--- config.mk ---
export PLATFORM = sky130hd
export DESIGN_NAME = alu_packet_responder
export DESIGN_NICKNAME = d
export VERILOG_FILES = /design/src/rtl/alu_pkg.sv /design/src/rtl/mul32_iter.sv /design/src/rtl/alu_packet_responder.sv
export SDC_FILE = /design/constraint.sdc
export NUM_CORES = 1
export LEC_CHECK = 0
export ABC_AREA = 1
export CAP_MARGIN = 20
export CORE_MARGIN = 2
export CORE_UTILIZATION = 55
export DETAILED_ROUTE_END_ITERATION = 6
export DONT_BUFFER_PORTS = 1
export PLACE_DENSITY = 0.77
export SLEW_MARGIN = 10
export SYNTH_ARGS = -nofsm -noshare
export SYNTH_HDL_FRONTEND = slang
export SYNTH_SLANG_ARGS = --single-unit
--- constraint.sdc ---
create_clock -name clk -period 2.6 [get_ports clk]
set_clock_uncertainty 0.1 [all_clocks]
set_input_delay 0.26 -clock clk [delete_from_list [all_inputs] [get_ports clk]]
set_output_delay 0.26 -clock clk [all_outputs]
set_load 0.1 [all_outputs]
--- src/rtl/alu_pkg.sv ---
// Shared opcodes, header size and FSM state encoding for the UART ALU packet responder.
package alu_pkg;

  localparam logic [7:0]  OP_ECHO   = 8'hEC;
  localparam logic [7:0]  OP_ADD    = 8'hA0;
  localparam logic [7:0]  OP_MUL    = 8'hA1;
  localparam logic [15:0] HDR_BYTES = 16'd4;

  typedef enum logic [3:0] {
    OPCODE,
    RSVD,
    LEN_LO,
    LEN_HI,
    ECHO,
    OPERAND,
    MUL,
    RESULT,
    DRAIN
  } state_e;

  function automatic logic is_alu_op(input logic [7:0] op);
    return (op == OP_ADD) || (op == OP_MUL);
  endfunction

endpackage

--- src/rtl/mul32_iter.sv ---
// Iterative 32x32 shift-add multiplier keeping the low 32 bits of the product.
module mul32_iter (
  input  logic        clk,
  input  logic        rst_n,
  input  logic        start,
  input  logic [31:0] a,
  input  logic [31:0] b,
  output logic        done,
  output logic [31:0] p
);

  logic [31:0] a_q;
  logic [31:0] b_q;
  logic [31:0] p_q;
  logic [4:0]  step_q;
  logic        run_q;

  // The 32nd partial sum is presented combinationally alongside done.
  assign p    = p_q + (b_q[0] ? a_q : 32'd0);
  assign done = run_q && (step_q == 5'd31);

  always_ff @(posedge clk or negedge rst_n) begin
    if (!rst_n) begin
      a_q    <= '0;
      b_q    <= '0;
      p_q    <= '0;
      step_q <= '0;
      run_q  <= 1'b0;
    end else if (start) begin
      a_q    <= a;
      b_q    <= b;
      p_q    <= '0;
      step_q <= '0;
      run_q  <= 1'b1;
    end else if (run_q) begin
      p_q    <= p;
      a_q    <= a_q << 1;
      b_q    <= b_q >> 1;
      step_q <= step_q + 5'd1;
      if (step_q == 5'd31) run_q <= 1'b0;
    end
  end

endmodule

--- src/rtl/alu_packet_responder.sv ---
// Parses UART ALU packets, runs echo/add32/mul32 and streams the response bytes back out.
module alu_packet_responder
  import alu_pkg::*;
(
  input  logic       clk,
  input  logic       rst_n,
  input  logic [7:0] s_axis_tdata,
  input  logic       s_axis_tvalid,
  output logic       s_axis_tready,
  output logic [7:0] m_axis_tdata,
  output logic       m_axis_tvalid,
  input  logic       m_axis_tready,
  output logic       busy_o,
  output logic       err_o
);

  state_e      state_q, state_d;
  logic [7:0]  opcode_q, opcode_d;
  logic [7:0]  len_lo_q, len_lo_d;
  logic [15:0] cnt_q, cnt_d;
  logic [31:0] acc_q, acc_d;
  logic [23:0] word_q, word_d;
  logic [1:0]  byte_idx_q, byte_idx_d;
  logic [1:0]  out_idx_q, out_idx_d;
  logic        first_q, first_d;
  logic        err_q, err_d;

  logic [15:0] len;
  logic [15:0] payload;
  logic [31:0] word_in;
  logic        mul_start;
  logic        mul_done;
  logic [31:0] mul_p;

  assign len     = {s_axis_tdata, len_lo_q};
  assign payload = len - HDR_BYTES;
  assign word_in = {s_axis_tdata, word_q};
  assign busy_o  = (state_q != OPCODE);
  assign err_o   = err_q;

  mul32_iter u_mul (
    .clk   (clk),
    .rst_n (rst_n),
    .start (mul_start),
    .a     (acc_q),
    .b     (word_in),
    .done  (mul_done),
    .p     (mul_p)
  );

  always_ff @(posedge clk or negedge rst_n) begin
    if (!rst_n) begin
      state_q    <= OPCODE;
      opcode_q   <= '0;
      len_lo_q   <= '0;
      cnt_q      <= '0;
      acc_q      <= '0;
      word_q     <= '0;
      byte_idx_q <= '0;
      out_idx_q  <= '0;
      first_q    <= 1'b0;
      err_q      <= 1'b0;
    end else begin
      state_q    <= state_d;
      opcode_q   <= opcode_d;
      len_lo_q   <= len_lo_d;
      cnt_q      <= cnt_d;
      acc_q      <= acc_d;
      word_q     <= word_d;
      byte_idx_q <= byte_idx_d;
      out_idx_q  <= out_idx_d;
      first_q    <= first_d;
      err_q      <= err_d;
    end
  end

  always_comb begin
    state_d       = state_q;
    opcode_d      = opcode_q;
    len_lo_d      = len_lo_q;
    cnt_d         = cnt_q;
    acc_d         = acc_q;
    word_d        = word_q;
    byte_idx_d    = byte_idx_q;
    out_idx_d     = out_idx_q;
    first_d       = first_q;
    err_d         = 1'b0;
    mul_start     = 1'b0;
    s_axis_tready = 1'b1;
    m_axis_tvalid = 1'b0;
    m_axis_tdata  = 8'h00;

    case (state_q)
      OPCODE: if (s_axis_tvalid) begin
        opcode_d = s_axis_tdata;
        state_d  = RSVD;
      end
      RSVD: if (s_axis_tvalid) state_d = LEN_LO;
      LEN_LO: if (s_axis_tvalid) begin
        len_lo_d = s_axis_tdata;
        state_d  = LEN_HI;
      end
      // Whole-packet decode happens as the length MSB is accepted.
      LEN_HI: if (s_axis_tvalid) begin
        cnt_d   = payload;
        state_d = OPCODE;
        if (len < HDR_BYTES) begin
          cnt_d = '0;
          err_d = 1'b1;
        end else if (opcode_q == OP_ECHO) begin
          if (payload != 16'd0) state_d = ECHO;
        end else if (!is_alu_op(opcode_q) || payload == 16'd0 || payload[1:0] != 2'd0) begin
          err_d = 1'b1;
          if (payload != 16'd0) state_d = DRAIN;
        end else begin
          state_d    = OPERAND;
          first_d    = 1'b1;
          byte_idx_d = '0;
        end
      end
      ECHO: begin
        m_axis_tdata  = s_axis_tdata;
        m_axis_tvalid = s_axis_tvalid;
        s_axis_tready = m_axis_tready;
        if (s_axis_tvalid && m_axis_tready) begin
          cnt_d = cnt_q - 16'd1;
          if (cnt_q == 16'd1) state_d = OPCODE;
        end
      end
      OPERAND: if (s_axis_tvalid) begin
        word_d     = word_in[31:8];
        byte_idx_d = byte_idx_q + 2'd1;
        cnt_d      = cnt_q - 16'd1;
        if (byte_idx_q == 2'd3) begin
          if (first_q) begin
            acc_d   = word_in;
            first_d = 1'b0;
            if (cnt_q == 16'd1) state_d = RESULT;
          end else if (opcode_q == OP_MUL) begin
            mul_start = 1'b1;
            state_d   = MUL;
          end else begin
            acc_d = acc_q + word_in;
            if (cnt_q == 16'd1) state_d = RESULT;
          end
        end
      end
      MUL: begin
        s_axis_tready = 1'b0;
        if (mul_done) begin
          acc_d   = mul_p;
          state_d = (cnt_q == 16'd0) ? RESULT : OPERAND;
        end
      end
      RESULT: begin
        s_axis_tready = 1'b0;
        m_axis_tvalid = 1'b1;
        m_axis_tdata  = acc_q[{out_idx_q, 3'b000} +: 8];
        if (m_axis_tready) begin
          out_idx_d = out_idx_q + 2'd1;
          if (out_idx_q == 2'd3) state_d = OPCODE;
        end
      end
      DRAIN: if (s_axis_tvalid) begin
        cnt_d = cnt_q - 16'd1;
        if (cnt_q == 16'd1) state_d = OPCODE;
      end
      default: state_d = OPCODE;
    endcase
  end

endmodule

==> summary.txt, run 1 <==
Clock network
  • Hold Buf Count CTS: 4
  • Root buffer cell: clkbuf_16
  • H-tree depth: 4
  • Num CTS Buffers: 17
  • Clock Path Buffers: 2
  • CTS tree: built
  • Clock slew at reported path FFs: 80 ps
  • Clk sink count: 200
  • Latest clock arrival within the worst-skew pair: 450 ps

Timing
  • Fin crit period: 2740 ps
  • Worst-Margin Slew: 864 ps
  • WHS: -602 ps
  • TNS Setup: -1650 ps
  • Relative slew slack: 0.424
  • Fmax: 365 MHz
  • Final WS setup: -140 ps
  • Ratio of final minimum period to clock period: 1.05
  • Final slew viol count: 0
  • Setup Viol. Count Final: 23
  • RSZ-0062 raised after global routing: yes
  • Final number of hold-violating endpoints: 200

Synth
  • Number of synthesized flops with an enable pin: 0
  • Top_reg_cell synth: dfrtp_1
  • Cell Area, Synth: 13900 sq um
  • Sequential area share after synthesis: 0.361
  • Syn avg cell area: 6.97 sq um
  • Synthesized flop and latch total: 200
  • Synth warnings: 0
  • Top cells by area, synth: dfrtp_1 (36%), nand2_1 (16%), ha_1 (6.3%)
  • Mapped Cells: 1989
  • Synth top area share: 0.361
  • Yosys top cell by area: dfrtp_1
  • Synthesized Nets: 2073
  • Async SR Flop Fraction: 1.00
  • Netlist cell types: 44

Job
  • MaxCap Viol Count: 0

Layout
  • Commonest non-fill, non-tap cells in the layout: nand2_1 (559), inv_1 (210), dfrtp_1 (199)
  • Area grow syn2layout: 24.9%
  • Layout cells sized above 1: 0.208
  • Final Cell Area: 17300 sq um
  • Fin nets: 2222
  • Final design utilization: 0.694
  • Diode count: 0
  • Commonest non-fill, non-tap cell in the layout: nand2_1

Critical path
  • Kind of critical path: flop to flop
  • R2r setup slk: -140 ps
  • Crit end category: flop
  • Type of origin of the critical path: flop
  • Critical Path AT: 2970 ps
  • Slowest stage cell on the critical path: dfrtp_2
  • CP max FO: 7
  • Max incr delay on CP: 500 ps
  • CP Cell Sequence: clkbuf_16 -> nand2_1 -> inv_1 -> ha_4 -> buf_6 -> nand2_2 -> nor2_4 -> nand4_1 -> o21ai_2 -> nand3_2 -> nand3_1 -> nand3_1 -> nand2_1 -> o21ai_1
  • R2R Path Start: u_mul.b_q[0]
  • Data required, critical path: 2830 ps
  • FF-to-FF path depth: 14
  • RR Endpoint: acc_q[20]

Global route
  • Largest net degree at the start of global routing: 201
  • Grt ovf: 0
  • Vias in the first global route: 14100
  • GRT Resource Usage Total: 0.366
  • First-pass GRT wire length: 75500 um
  • Initial antenna violation count: 0

Outcome
  • Failing checks: hold timing, setup timing
  • Run status: complete, but fails checks

Pwr
  • PD cells: 548 nW/um^2
  • VDD IR max: 0.652 mV
  • Leak: 8.33 nW

Detailed routing
  • Routed len/inst: 20.6 um
  • Via count: 15100
  • Post-DRT Antenna Nets: 0
  • Drt pass-1 iters: 7
  • Vias per cell: 6.08
  • Total wire length: 51100 um
  • Drc violations: 0
  • DRT iter0 DRCs: 1911

Placement
  • Pre-CTS WS: -276 ps
  • DPL Wire Length: 34800 um
  • Routability cong.: 0.965
  • DP Area: 15500 sq um
  • Buffers on Ports: 0

Floorplanning
  • Die span in x: 163 um
  • Full die area: 26500 sq um
  • Die Ht: 163 um
  • Core footprint: 25000 sq um
  • I/O pin count: 24
  • Site row count: 58
  • Starting density of the core: 0.556

Min path
  • Min-Delay Path Class: input port to async pin
-- registers in the layout (all words and copies together) (netlist names) --
register      flops
acc_q            32
u_mul.a_q        32
u_mul.b_q        32
u_mul.p_q        32
word_q           24
cnt_q            16
len_lo_q          8
opcode_q          8
u_mul.step_q      5
state_q           4
byte_idx_q        2
out_idx_q         2
err_o             1
first_q           1
u_mul.run_q       1
-- final cells by class --
cell class,instances,area [sq um]
fill,1996,7640
tap,330,413
inverter,230,871
timing repair buffer,194,1640
clock inverter,15,160
sequential,200,5010
clock buffer,17,425
multi-input combinational,1495,8800
-- layer usage --
| layer | track usage | share of wire | vias up |
|---|---|---|---|
| met5 | 0 | 0 | - |
| met4 | 0.139 | 0.053 | 0 |
| met3 | 0.0418 | 0.077 | 201 |
| met2 | 0.611 | 0.47 | 825 |
| met1 | 0.490 | 0.40 | 7128 |
| li1 | - | - | 6926 |
-- per-stage QoR --
step,instances,total power [mW]
finish,2481,9.50
global route,2481,9.98
CTS,2468,9.38
detailed placement,2430,6.61
global placement,2430,6.55
floorplan,1989,5.82
-- synthesized netlist by cell type (all sizes together), types with 17 or more instances --
cell and n:
ha 70, dfrtp 200, xor2 24, a21oi 123, clkbuf 51, o21ai 180
nor3 20, o211ai 48, nand3 114, nand4 17, o221ai 27, nand2 601
inv 230, nor2 154
-- power by group --
group | switching [mW] | total [mW] | internal [mW]
combinational | 1.81 | 2.76 | 0.951
clock | 1.40 | 2.77 | 1.37
sequential | 0.443 | 3.97 | 3.53
-- how the worst max path moves through the flow --
| stage | slack [ps] | to | startpoint | depth (start not counted) |
|---|---|---|---|---|
| 2_1_floorplan | -730 | m_axis_tdata[0] | state_q[1] | 5 |
| 3_3_place_gp | -270 | acc_q[29] | word_q[2] | 13 |
| 3_5_place_dp | -280 | acc_q[24] | u_mul.b_q[0] | 17 |
| 4_1_cts | -30 | acc_q[26] | u_mul.b_q[0] | 20 |
| 5_1_grt | -250 | acc_q[30] | u_mul.b_q[0] | 20 |
| 6_report | -140 | acc_q[20] | u_mul.b_q[0] | 14 |
-- logic make-up after synthesis --
family / count (synthesis) / share of synthesized area
flip-flops: 200 / 0.361
AND/OR/NAND/NOR: 936 / 0.278
multiplexers: 1 / 0.000812
adder cells (fa/ha/maj): 72 / 0.0660
XOR/XNOR: 35 / 0.0221
AO/OA/AOI/OAI: 449 / 0.190
buffers and inverters: 296 / 0.0819
-- worst max-delay path: cells and delay by family, from the launching register on --
family,cells,cell delay [ps]
AOI/OAI and AO/OA,2,350
adders and majority gates,1,320
buffers and inverters,3,420
DFF,1,500
and+or+nand+nor,8,940
-- timing repair --
action                                 in CTS  in global routing
setup endpoints to repair                  43                 91
endpoints found under the hold margin     205                200
buffers inserted                            2                 10
gates cloned                                0                  3
gates resized for setup                    72                189
pin swaps                                   8                 45
Note: power is estimated with default switching activity, not from simulation.
==> inputs of run 2 (changes only) <==
--- a/config.mk
+++ b/config.mk
@@ -7,8 +7,8 @@
 export LEC_CHECK = 0
 export ABC_AREA = 1
 export CAP_MARGIN = 20
-export CORE_MARGIN = 2
 export CORE_UTILIZATION = 55
+export CTS_CLUSTER_SIZE = 16
 export DETAILED_ROUTE_END_ITERATION = 6
 export DONT_BUFFER_PORTS = 1
 export PLACE_DENSITY = 0.77
==> run 2 against run 1 <==
The flow finishes with violations (hold timing). Cell area decreased by 1.9%. Combinational power decreased by 2%. Cell count decreased by 1.6%. Worst hold slack improved by 4.7 ps. Via count decreased by 4.6%. Setup slack improved by 140 ps. Sequential share of layout area increased by 0.58 points. Core utilization decreased by 0.14 points. Highest routed layer unchanged.
==> summary.txt, run 2 (same netlist as run 1, synthesis figures left out) <==
Placement
  • DPL Wire Length: 33300 um (-4.4%)
  • Buffers on Ports: 0 (unchanged)
  • Pre-CTS WS: -160 ps (+116 ps)
  • Routability cong.: 1.01 (+4.6%)
  • Placed Cells: 2391 (-1.6%)
  • DP Area: 15200 sq um (-1.7%)

Layout
  • Fin cells: 2442 (-1.6%)
  • Final design utilization: 0.692 (-0.00144)
  • Diode count: 0 (unchanged)
  • Area grow syn2layout: 22.5%
  • Layout cells sized above 1: 0.184 (-0.0246)
  • Commonest non-fill, non-tap cell in the layout: nand2_1
  • Commonest non-fill, non-tap cells in the layout: nand2_1 (569), inv_1 (215), dfrtp_1 (198)
  • Fin nets: 2189 (-1.5%)
  • Final Cell Area: 17000 sq um (-1.9%)

Timing
  • Ratio of final minimum period to clock period: 0.998 (-0.0558)
  • Worst-Margin Slew: 901 ps (+36.7 ps)
  • Final number of hold-violating endpoints: 200 (unchanged)
  • TNS Setup: 0 ps (+1650 ps)
  • Relative slew slack: 0.399 (-0.0255)
  • RSZ-0062 raised after global routing: yes
  • Final slew viol count: 0 (unchanged)
  • Final WS setup: 4.55 ps (+145 ps)
  • WHS: -597 ps (+4.69 ps)
  • Setup Viol. Count Final: 0 (-100%)
  • Fmax: 385 MHz (+5.6%)
  • Fin crit period: 2600 ps (-145 ps)

Global route
  • Largest net degree at the start of global routing: 201 (unchanged)
  • Grt ovf: 0 (unchanged)
  • GRT Resource Usage Total: 0.353 (-0.0135)
  • First-pass GRT wire length: 71100 um (-5.8%)
  • Vias in the first global route: 13500 (-4.1%)
  • Initial antenna violation count: 0 (unchanged)

Critical path
  • Critical Path AT: 2830 ps (-140 ps)
  • Data required, critical path: 2840 ps (about the same)
  • Crit end category: flop
  • R2R Path Start: u_mul.b_q[0]
  • R2r setup slk: 5 ps (+140 ps)
  • Kind of critical path: flop to flop
  • Max incr delay on CP: 450 ps (-50 ps)
  • RR Endpoint: acc_q[14]
  • CP max FO: 19 (+12)
  • Type of origin of the critical path: flop
  • FF-to-FF path depth: 16 (+2)
  • Slowest stage cell on the critical path: dfrtp_2
  • CP Cell Sequence: buf_12 -> nand2_1 -> inv_1 -> ha_4 -> nand2_2 -> buf_4 -> nor2_4 -> inv_2 -> nor2_2 -> nand2_2 -> buf_4 -> buf_4 -> nand3_1 -> nand3_1 -> nand3_1 -> nand2_1

Detailed routing
  • Via count: 14400 (-4.6%)
  • DRT iter0 DRCs: 1412 (-26%)
  • Drc violations: 0 (unchanged)
  • Vias per cell: 5.89 (-3.0%)
  • Routed len/inst: 19.2 um (-6.9%)
  • Total wire length: 46800 um (-8.4%)
  • Drt pass-1 iters: 6 (-1)
  • Post-DRT Antenna Nets: 0 (unchanged)

Clock network
  • H-tree depth: 4 (unchanged)
  • Latest clock arrival within the worst-skew pair: 450 ps (about the same)
  • Clock slew at reported path FFs: 80 ps (about the same)
  • Num CTS Buffers: 17 (unchanged)
  • Clk sink count: 200 (unchanged)
  • CTS tree: built
  • Clock Path Buffers: 2 (unchanged)
  • Root buffer cell: clkbuf_16
  • Hold Buf Count CTS: 3 (-1)

Floorplanning
  • Core footprint: 24500 sq um (-1.7%)
  • Site row count: 57 (-1.7%)
  • I/O pin count: 24 (unchanged)
  • Die Ht: 161 um (-1.2%)
  • Full die area: 25900 sq um (-2.4%)
  • Die span in x: 161 um (-1.2%)
  • Starting density of the core: 0.565 (+0.00975)

Job
  • MaxCap Viol Count: 0 (unchanged)

Outcome
  • Failing checks: hold timing
  • Run status: complete, but fails checks

Pwr
  • Pwr Total: 9.32 mW (-1.8%)
  • Leak: 8.10 nW (-2.6%)
  • PD cells: 549 nW/um^2 (+0.12%)
  • VDD IR max: 0.467 mV (-28%)

Min path
  • Min-Delay Path Class: input port to async pin
-- run 2: cell types whose count changed in the layout (fill, tap and decap cells not counted), sizes merged, moves of 2 or more --
cell	change
buf	-29
clkinv	+4
clkinvlp	-2
inv	-3
nor2	-2
-- run 2: critical path: cells and delay by family, from the launching register on --
kind,cells,cell delay [ps]
adder cells (fa/ha/maj),1,300
buffers and inverters,6,720
flip-flops,1,450
AND/OR/NAND/NOR,9,890
-- run 2: how the worst max path moves through the flow --
stage                                 end  slack [ps]         start
after floorplan           m_axis_tdata[0]        -730    state_q[1]
after global placement          acc_q[30]         -80  u_mul.b_q[0]
after global routing            acc_q[30]        -160  u_mul.b_q[0]
final                           acc_q[14]           5  u_mul.b_q[0]
after detailed placement        acc_q[28]        -160  u_mul.b_q[0]
after CTS                       acc_q[28]         -20  u_mul.b_q[0]
-- run 2: area by class of cell --
| cell class | count | area, sq um |
|---|---|---|
| flip-flops and latches | 200 | 5010 |
| fillers | 2055 | 7550 |
| clock buffers | 19 | 453 |
| well taps | 324 | 405 |
| clock inverters | 13 | 113 |
| multi-input cells | 1493 | 8730 |
| inverters | 230 | 871 |
| repair buffers | 163 | 1400 |
-- run 2: timing repair --
item / 4_1_cts / 5_1_grt
gates resized for setup: 32 / 213
hold endpoints to repair: 204 / 200
cloned: 0 / 0
pin swaps: 3 / 27
setup buffers: 1 / 15
setup endpoints to repair: 28 / 99
-- run 2: power breakdown --
part,switching [mW],internal (mW)
clock,1.34,1.31
sequential,0.439,3.53
combinational,1.76,0.946
total,3.54,5.78
-- run 2: per-layer routing --
| layer | share of wire | up-vias | GRT usage | routed length, um |
|---|---|---|---|---|
| li1 | - | 6858 | - | - |
| met1 | 0.40 | 6759 | 0.446 | 18900 |
| met2 | 0.48 | 639 | 0.594 | 22400 |
| met3 | 0.068 | 136 | 0.0532 | 3180 |
| met4 | 0.048 | 0 | 0.163 | 2260 |
| met5 | 0 | - | 0 | 0 |
==> inputs of run 3 (changes only) <==
--- a/config.mk
+++ b/config.mk
@@ -6,11 +6,12 @@
 export NUM_CORES = 1
 export LEC_CHECK = 0
 export ABC_AREA = 1
-export CAP_MARGIN = 20
+export CAP_MARGIN = 10
 export CORE_UTILIZATION = 55
 export CTS_CLUSTER_SIZE = 16
 export DETAILED_ROUTE_END_ITERATION = 6
 export DONT_BUFFER_PORTS = 1
+export MAX_ROUTING_LAYER = met4
 export PLACE_DENSITY = 0.77
 export SLEW_MARGIN = 10
 export SYNTH_ARGS = -nofsm -noshare
==> run 3 against run 2 <==
The run ends with hold timing, setup timing left. Clock-buffer cell count is the same. Clock power is essentially flat. Maximum frequency shrank 1.9%. Core utilization shrank 0.28 points. Critical endpoint is now acc_q[30]. Largest cell class unchanged. Largest power group unchanged. Highest routed layer unchanged.
==> summary.txt, run 3 (same netlist as run 1, synthesis figures left out) <==
Outcome
  • Run status: complete, but fails checks
  • Failing checks: hold timing, setup timing

Critical path
  • Crit path from: u_mul.b_q[0]
  • R2r setup slk: -50 ps (-50 ps)
  • Critical path's top delay family: simple AND/OR/NAND/NOR gates
  • FF-to-FF path depth: 19 (+3)
  • Kind of critical path: flop to flop
  • Critical Path AT: 2890 ps (+60 ps)
  • R2R Path Start: u_mul.b_q[0]
  • Buffers plus inverters on the worst setup path: 4 (-2)
  • Slowest stage cell on the critical path: dfrtp_2
  • CP max FO: 7 (-12)
  • RR Endpoint: acc_q[30]
  • Most frequent CP cell: nand2_1
  • Data required, critical path: 2840 ps (about the same)
  • Crit end category: flop
  • CP endpoint: acc_q[30]
  • Type of origin of the critical path: flop
  • CP Cell Sequence: clkbuf_4 -> nand2_1 -> inv_1 -> ha_4 -> nand2_1 -> nor2_2 -> inv_1 -> nor2_2 -> nand2_2 -> nand2_4 -> nand3_2 -> nand2_1 -> nand2_1 -> nand2_2 -> nand2_1 -> nand2_1 -> inv_1 -> nand2_1 -> nand2_1
  • CP Depth: 19 (+3)
  • Max incr delay on CP: 450 ps (about the same)

Global route
  • Grt ovf: 0 (unchanged)
  • Vias in the first global route: 14000 (+3.1%)
  • First-pass GRT wire length: 72400 um (+1.7%)
  • Initial antenna violation count: 0 (unchanged)
  • GRT Resource Usage Total: 0.369 (+0.0160)
  • Largest net degree at the start of global routing: 201 (unchanged)

Timing
  • Fmax: 378 MHz (-1.9%)
  • Setup Viol. Count Final: 4 (+4)
  • Final slew viol count: 0 (unchanged)
  • RSZ-0062 raised after global routing: yes
  • Relative slew slack: 0.376 (-0.0227)
  • WHS: -593 ps (+3.65 ps)
  • Final number of hold-violating endpoints: 200 (unchanged)
  • Fin crit period: 2650 ps (+50.0 ps)
  • Ratio of final minimum period to clock period: 1.02 (+0.0192)
  • Final WS setup: -45.4 ps (-50.0 ps)
  • Worst-Margin Slew: 935 ps (+34.0 ps)

Detailed routing
  • Post-DRT Antenna Nets: 0 (unchanged)
  • Vias per cell: 6.04 (+2.5%)
  • Drc violations: 0 (unchanged)
  • Drt pass-1 iters: 6 (unchanged)
  • Routed len/inst: 19.4 um (+1.4%)
  • Via count: 14800 (+2.5%)
  • DRT iter0 DRCs: 1557 (+10%)
  • Total wire length: 47400 um (+1.4%)

Pwr
  • Pwr Total: 9.33 mW (about the same)
  • PD cells: 551 nW/um^2 (+0.46%)
  • VDD IR max: 0.628 mV (+35%)
  • Leak: 8.14 nW (+0.45%)

Layout
  • Commonest non-fill, non-tap cells in the layout: nand2_1 (568), inv_1 (211), dfrtp_1 (197)
  • Diode count: 0 (unchanged)
  • Final Cell Area: 16900 sq um (-0.40%)
  • Layout cells sized above 1: 0.186 (+0.00189)
  • Area grow syn2layout: 22.0%
  • Commonest non-fill, non-tap cell in the layout: nand2_1
  • Fin nets: 2189 (unchanged)

Placement
  • Routability cong.: 1.03 (+2.2%)
  • Pre-CTS WS: -158 ps (+1.65 ps)
  • DP Area: 15200 sq um (+0.13%)
  • DPL Wire Length: 33300 um (about the same)
  • Buffers on Ports: 0 (unchanged)

Clock network
  • Latest clock arrival within the worst-skew pair: 450 ps (about the same)
  • Num CTS Buffers: 17 (unchanged)
  • Hold Buf Count CTS: 2 (-1)
  • Root buffer cell: clkbuf_16
  • CTS tree: built
  • H-tree depth: 4 (unchanged)
  • Clk sink count: 200 (unchanged)
  • Clock Path Buffers: 2 (unchanged)
  • Clock slew at reported path FFs: 80 ps (about the same)

Floorplanning
  • Full die area: 25900 sq um (unchanged)
  • Site row count: 57 (unchanged)
  • Die Ht: 161 um (unchanged)
  • Core footprint: 24500 sq um (unchanged)
  • Starting density of the core: 0.565 (unchanged)
  • I/O pin count: 24 (unchanged)
  • Die span in x: 161 um (unchanged)

Job
  • MaxCap Viol Count: 0 (unchanged)

Min path
  • Min-Delay Path Class: input port to async pin
-- run 3: area by class of cell --
class,instances,area [sq um]
Inverter,230,867
Sequential cell,200,5010
Tap cell,324,405
Fill cell,2023,7610
Clock buffer,19,443
Timing Repair Buffer,162,1350
Multi-Input combinational cell,1494,8740
Clock inverter,13,110
-- run 3: report_power, final --
part           switching [mW]  internal [mW]
Clock                    1.34           1.28
Sequential              0.454           3.53
Combinational            1.77          0.953
Total                    3.57           5.76
-- run 3: metrics by stage --
stage	setup TNS [ps]	instances	util
floorplan	-5900	1989	-
finish	-110	2442	0.690
detailed placement	-1490	2392	0.621
global route	-1860	2442	0.690
CTS	-44.7	2428	0.649
global placement	-451	2392	0.621
-- run 3: how the worst min path moves through the flow --
stage / from / end / slack [ps] / cells after the start
final: rst_n / u_mul.step_q[1] / -590 / 0
after global routing: rst_n / acc_q[29] / -600 / 0
after CTS: rst_n / u_mul.step_q[1] / -590 / 0
after detailed placement: rst_n / u_mul.step_q[1] / -130 / 0
after global placement: rst_n / u_mul.p_q[31] / -130 / 0
after floorplan: rst_n / acc_q[0] / -140 / 0
-- run 3: what timing repair did --
| item | CTS | global route |
|---|---|---|
| hold endpoints to repair | 204 | 200 |
| gates resized for setup | 33 | 197 |
| setup endpoints to repair | 27 | 113 |
| buffers inserted | 2 | 12 |
| pin swaps | 4 | 32 |
| cloned | 0 | 2 |
-- run 3: layer usage --
metal	global-route usage	wire length [um]	up-vias
li1	-	-	6871
met1	0.461	18700	6918
met2	0.586	22300	759
met3	0.0416	3520	203
met4	0.199	2920	0
met5	-	0	-
-- run 3: worst reg2reg max path, cell delays in order, from the launching register on --
cell and delay (ps):
dfrtp_2 450, clkbuf_4 200, nand2_1 100, inv_1 80
ha_4 300, nand2_1 130, nor2_2 200, inv_1 120
nor2_2 110, nand2_2 80, nand2_4 110, nand3_2 110
nand2_1 90, nand2_1 60, nand2_2 70, nand2_1 50
nand2_1 60, inv_1 40, nand2_1 50, nand2_1 50
